<file path="config.mk">
export PLATFORM = sky130hd
export DESIGN_NAME = mem_arbiter
export DESIGN_NICKNAME = d
export VERILOG_FILES = /design/src/rtl/mem_arbiter.sv
export SDC_FILE = /design/constraint.sdc
export NUM_CORES = 1
export LEC_CHECK = 0
export ABC_AREA = 1
export CAP_MARGIN = 40
export CELL_PAD_IN_SITES_DETAIL_PLACEMENT = 1
export CELL_PAD_IN_SITES_GLOBAL_PLACEMENT = 2
export CORE_UTILIZATION = 21
export CTS_CLUSTER_SIZE = 30
export DETAILED_ROUTE_END_ITERATION = 7
export PLACE_DENSITY_LB_ADDON = 0.05
export SLEW_MARGIN = 20
export SYNTH_ARGS = -nofsm -noshare
export SYNTH_HDL_FRONTEND = slang
export SYNTH_SLANG_ARGS = --single-unit
</file>
<file path="constraint.sdc">
create_clock -name clk -period 2.1 [get_ports clk]
set_clock_uncertainty 0.1 [all_clocks]
set_input_delay 0.63 -clock clk [delete_from_list [all_inputs] [get_ports clk]]
set_output_delay 0.63 -clock clk [all_outputs]
set_load 0.005 [all_outputs]
</file>
<file path="src/rtl/mem_arbiter.sv">
// Shared main-memory arbiter for the I-cache and D-cache miss handlers.
// Serves block fills for either cache and D-cache store-through writes, with D given fixed priority.
module mem_arbiter #(
  parameter int AWIDTH    = 16,
  parameter int DWIDTH    = 16,
  parameter int BLK_WORDS = 8
) (
  input  logic                         clk,
  input  logic                         rst,
  input  logic                         i_req,
  input  logic [AWIDTH-1:0]            i_addr,
  input  logic                         d_req,
  input  logic                         d_wr,
  input  logic [AWIDTH-1:0]            d_addr,
  input  logic [DWIDTH-1:0]            d_wdata,
  output logic                         mem_en,
  output logic                         mem_wr,
  output logic [AWIDTH-1:0]            mem_addr,
  output logic [DWIDTH-1:0]            mem_wdata,
  input  logic [DWIDTH-1:0]            mem_rdata,
  input  logic                         mem_valid,
  output logic [DWIDTH-1:0]            fill_data,
  output logic [$clog2(BLK_WORDS)-1:0] fill_word,
  output logic                         i_fill_we,
  output logic                         d_fill_we,
  output logic                         i_done,
  output logic                         d_done,
  output logic                         busy
);

  localparam int                CW        = $clog2(BLK_WORDS);
  localparam logic [CW:0]       ISSUE_END = (CW+1)'(BLK_WORDS);
  localparam logic [CW-1:0]     LAST_BEAT = CW'(BLK_WORDS-1);
  // Byte addresses of 16-bit words: a block spans 2*BLK_WORDS bytes.
  localparam logic [AWIDTH-1:0] BLK_MASK  = ~AWIDTH'(2*BLK_WORDS-1);

  typedef enum logic [1:0] {IDLE, FILL, STORE, DONE} state_t;

  state_t              state, state_nxt;
  logic                owner;
  logic [AWIDTH-1:0]   base;
  logic [AWIDTH-1:0]   st_addr;
  logic [DWIDTH-1:0]   st_wdata;
  logic [CW:0]         ic;
  logic [CW-1:0]       rc;
  logic                issuing;

  assign issuing = (state == FILL) && (ic < ISSUE_END);

  always_ff @(posedge clk or posedge rst) begin
    if (rst) state <= IDLE;
    else     state <= state_nxt;
  end

  always_comb begin
    state_nxt = state;
    case (state)
      IDLE: begin
        if (d_req)      state_nxt = d_wr ? STORE : FILL;
        else if (i_req) state_nxt = FILL;
      end
      FILL:    if (mem_valid && rc == LAST_BEAT) state_nxt = DONE;
      STORE:   state_nxt = DONE;
      DONE:    state_nxt = IDLE;
      default: state_nxt = IDLE;
    endcase
  end

  // Grant capture and the issue/receive counters; requests outside IDLE are ignored.
  always_ff @(posedge clk or posedge rst) begin
    if (rst) begin
      owner    <= 1'b0;
      base     <= '0;
      st_addr  <= '0;
      st_wdata <= '0;
      ic       <= '0;
      rc       <= '0;
    end else begin
      case (state)
        IDLE: begin
          ic <= '0;
          rc <= '0;
          if (d_req) begin
            owner <= 1'b1;
            if (d_wr) begin
              st_addr  <= d_addr;
              st_wdata <= d_wdata;
            end else begin
              base <= d_addr & BLK_MASK;
            end
          end else if (i_req) begin
            owner <= 1'b0;
            base  <= i_addr & BLK_MASK;
          end
        end
        FILL: begin
          if (issuing)   ic <= ic + 1'b1;
          if (mem_valid) rc <= rc + 1'b1;
        end
        DONE: begin
          ic <= '0;
          rc <= '0;
        end
        default: ;
      endcase
    end
  end

  always_comb begin
    mem_en    = 1'b0;
    mem_wr    = 1'b0;
    mem_addr  = '0;
    mem_wdata = '0;
    fill_data = '0;
    fill_word = '0;
    i_fill_we = 1'b0;
    d_fill_we = 1'b0;
    i_done    = 1'b0;
    d_done    = 1'b0;
    busy      = (state != IDLE);
    case (state)
      FILL: begin
        if (issuing) begin
          mem_en   = 1'b1;
          mem_addr = base + AWIDTH'({ic[CW-1:0], 1'b0});
        end
        // Beats go straight through to the owning cache in the cycle they arrive.
        if (mem_valid) begin
          fill_data = mem_rdata;
          fill_word = rc;
          i_fill_we = ~owner;
          d_fill_we = owner;
        end
      end
      STORE: begin
        mem_en    = 1'b1;
        mem_wr    = 1'b1;
        mem_addr  = st_addr;
        mem_wdata = st_wdata;
      end
      DONE: begin
        i_done = ~owner;
        d_done = owner;
      end
      default: ;
    endcase
  end

endmodule

</file>
==> flow_summary_export.csv <==
group,metric,value,unit
run_status,outcome,"complete, but fails checks",
run_status,violations,"negative setup slack",
clock_network,root_buffer,"clkbuf_16",
finish,insertedDiodeCount,0,
routing,wl_met3,439,um
clock_network,holdBufCountCts,0,
synthesis,synth-main-ff-cell,"dfrtp_1",
hold_path,min_path_type,"reg -> reg",
timing,hold_viol_final,0,
timing,slew-limit-headroom,72.6,%
timing,setup_viol,58,
floorplan,core-area,0.0151,mm^2
synthesis,synth_warnings,0,
power,internal-power,4.14,mW
routing,firstDrtPassIters,4,
timing,holdWs,381,ps
flow_run,cap_viol_max_count,0,
power,p_sw,2.78,mW
routing,remaining_drc_errors,0,
synthesis,post_synth_num_cell_types,21,
timing,post-route-worst-setup-slack,-376,ps
power,ir_drop,447,uV
synthesis,synth_area,0.00324,mm^2
synthesis,synth_nets,517,
global_routing,grt_pass1_wl,17.5,mm
timing,worst_pin_slew,411,ps
floorplan,die_w,126,um
finish,drive_gt1_share,42.7,%
routing,routed_via_density,4.14,
synthesis,synth_area_per_cell,7.37,um^2
clock_network,htreeDepth,2,
power,seqPwrFrac,26.6,%
worst_setup_path,worst-setup-path-type,"reg -> out",
placement,place.gp.congestion,0.713,
floorplan,initial_core_util,21.4,%
floorplan,ios,128,
routing,routed_wl,11.0,mm
synthesis,synthTopCellsByArea,"dfrtp_1, nand2_1, inv_1",
routing,wl_per_cell,13.7,um
finish,nFillCells,1806,
clock_network,cts.sinks,54,
power,p_total,6.92,mW
routing,drt-met1-wl,4.77,mm
placement,io_buffers,123,
power,pwr-share-clk,13.3,%
global_routing,grt_overflow,0,
routing,drt_iter0_drc,75,
finish,utilization,36.9,%
synthesis,synth_top_area_cell,"dfrtp_1",
synthesis,synth_common_cells,"nand2_1, inv_1, dfrtp_1, nand3_1, o21ai_2",
routing,top_layer,"met4",
clock_network,cts_buffers,5,
power,combPwrFrac,60.1,%
timing,fmax,404,MHz
worst_setup_path,cp_data_required_time,1370,ps
floorplan,rows,45,
global_routing,grt_usage,14.4,%
worst_setup_path,cp_max_fo,4,
finish,area_growth,72.9,%
finish,register_area,0.00135,mm^2
timing,slew_violations,0,
worst_setup_path,crit_path_end_kind,"output port",
timing,timing.final.crit_share,118,%
timing,rsz0062_at_grt,"yes",
placement,hpwl,7.22,mm
synthesis,ys_seq_elements,54,
finish,multi_input_area,0.00174,mm^2
routing,ant_nets,0,
floorplan,die_y,126,um
synthesis,ys_async_sr_fraction,100,%
clock_network,cts_tree,"done",
global_routing,grt_max_degree,65,
clock_network,clk_pin_slew,80,ps
timing,min_period,2480,ps
routing,vias,3325,
synthesis,yosysMostFrequentCell,"nand2_1",
global_routing,antenna_found_initial,0,
finish,final_nets,693,
worst_setup_path,cp.arrival,1750,ps
global_routing,grt_pass1_vias,3399,
synthesis,netlist_instances,439,
worst_setup_path,start_kind,"flip-flop",
power,powerDensity,1240,mW/mm^2
synthesis,synth_top_area_share,41.7,%
synthesis,synth_seq_area_share,41.7,%
routing,dr_wl_met2,5.67,mm
floorplan,die_area,0.0159,mm^2
power,switching_share,40.2,%
synthesis,synth_edf_count,0,
power,leakage,3.08,nW
clock_network,cts_buffer_depth,2,
clock_network,clk_latency,310,ps
-- worst paths after layout --
kind	startpoint	endpoint	slack (ps)	cells past startpoint
worst max-delay path	state[1]$_DFFE_PP0P_	mem_addr[12]	-380	10
worst min-delay path	base[9]$_DFFE_PP0P_	base[9]$_DFFE_PP0P_	380	2
worst max register to register	state[1]$_DFFE_PP0P_	base[15]$_DFFE_PP0P_	80	12
worst min register to register	base[9]$_DFFE_PP0P_	base[9]$_DFFE_PP0P_	380	2
max in group asynchronous	rst	base[6]$_DFFE_PP0P_	1040	3
min in group asynchronous	rst	st_wdata[13]$_DFFE_PP0P_	600	3
-- flip-flops by register name (all words and copies together) (netlist names) --
register / flops
st_addr: 16
base: 12
st_wdata: 16
owner: 1
ic: 4
rc: 3
state: 2
-- layer usage --
layer	global-route usage, %	vias to the layer above
li1	-	1663
met1	17.4	1574
met2	25.7	80
met3	2.42	8
met4	4.68	0
met5	0	-
-- final cells by class --
cell class                 instances  share of cell area [%]
timing repair buffer             189                    31.9
multi-input combinational        280                    31.1
sequential                        54                    24.2
inverter                          85                    5.88
tap                              188                    4.20
clock buffer                       6                    2.48
clock inverter                     2                   0.291
-- cell usage in the layout, fill, tap and decap left out, drive strengths merged --
cell type	netlist	routed
dlygate4sd2	0	1
buf	16	124
clkbuf	4	6
clkdlybuf4s50	0	64
a21oi	1	1
nor2	28	28
nand2	167	167
nand4	1	1
clkinvlp	0	1
dfrtp	54	54
o21ai	39	39
nand3	36	36
inv	85	86
ha	8	8
-- cell families (layout without fill, tap and decap cells) --
logic type	after synthesis	count (layout)	share of synthesized area, %
and+or+nand+nor	232	232	30.4
buffers and inverters	105	282	14.9
DFF	54	54	41.7
AOI/OAI and AO/OA	40	40	9.90
adders and majority gates	8	8	3.09
-- power groups by stage --
stage | sequential, mW | combinational, mW | clock, mW
finish | 1.84 | 4.16 | 0.918
global route | 1.90 | 4.58 | 0.988
CTS | 1.82 | 4.03 | 0.966
detailed placement | 1.78 | 2.96 | 0
global placement | 1.77 | 2.91 | 0
floorplan | 1.73 | 1.59 | 0
-- critical path, stage by stage, from the launching register on --
cell     delay [ps]
dfrtp_1         380
inv_2            80
buf_6           120
ha_4            290
nand2_4          60
inv_4            70
buf_6           110
buf_6           110
nand2_2          50
nand2_2          60
buf_2           110
-- per-stage QoR --
stage          cell area, um^2  setup WS [ps]  cells  setup TNS, ps
2_1_floorplan             3240           55.4    439              0
3_3_place_gp              4800           -592    756         -22620
3_5_place_dp              4800           -625    756         -22970
4_1_cts                   5430           -380    800         -13400
5_1_grt                   5600           -448    804         -17150
6_report                  5600           -376    804         -12810
-- repair_timing --
action | 4_1_cts | 5_1_grt
pin swaps | 27 | 16
endpoints found under the setup margin | 58 | 56
endpoints found under the hold margin | 0 | 0
buffers inserted | 32 | 11
cloned | 4 | 0
gates resized for setup | 338 | 60
No activity file was read; power rests on OpenSTA's default activity.
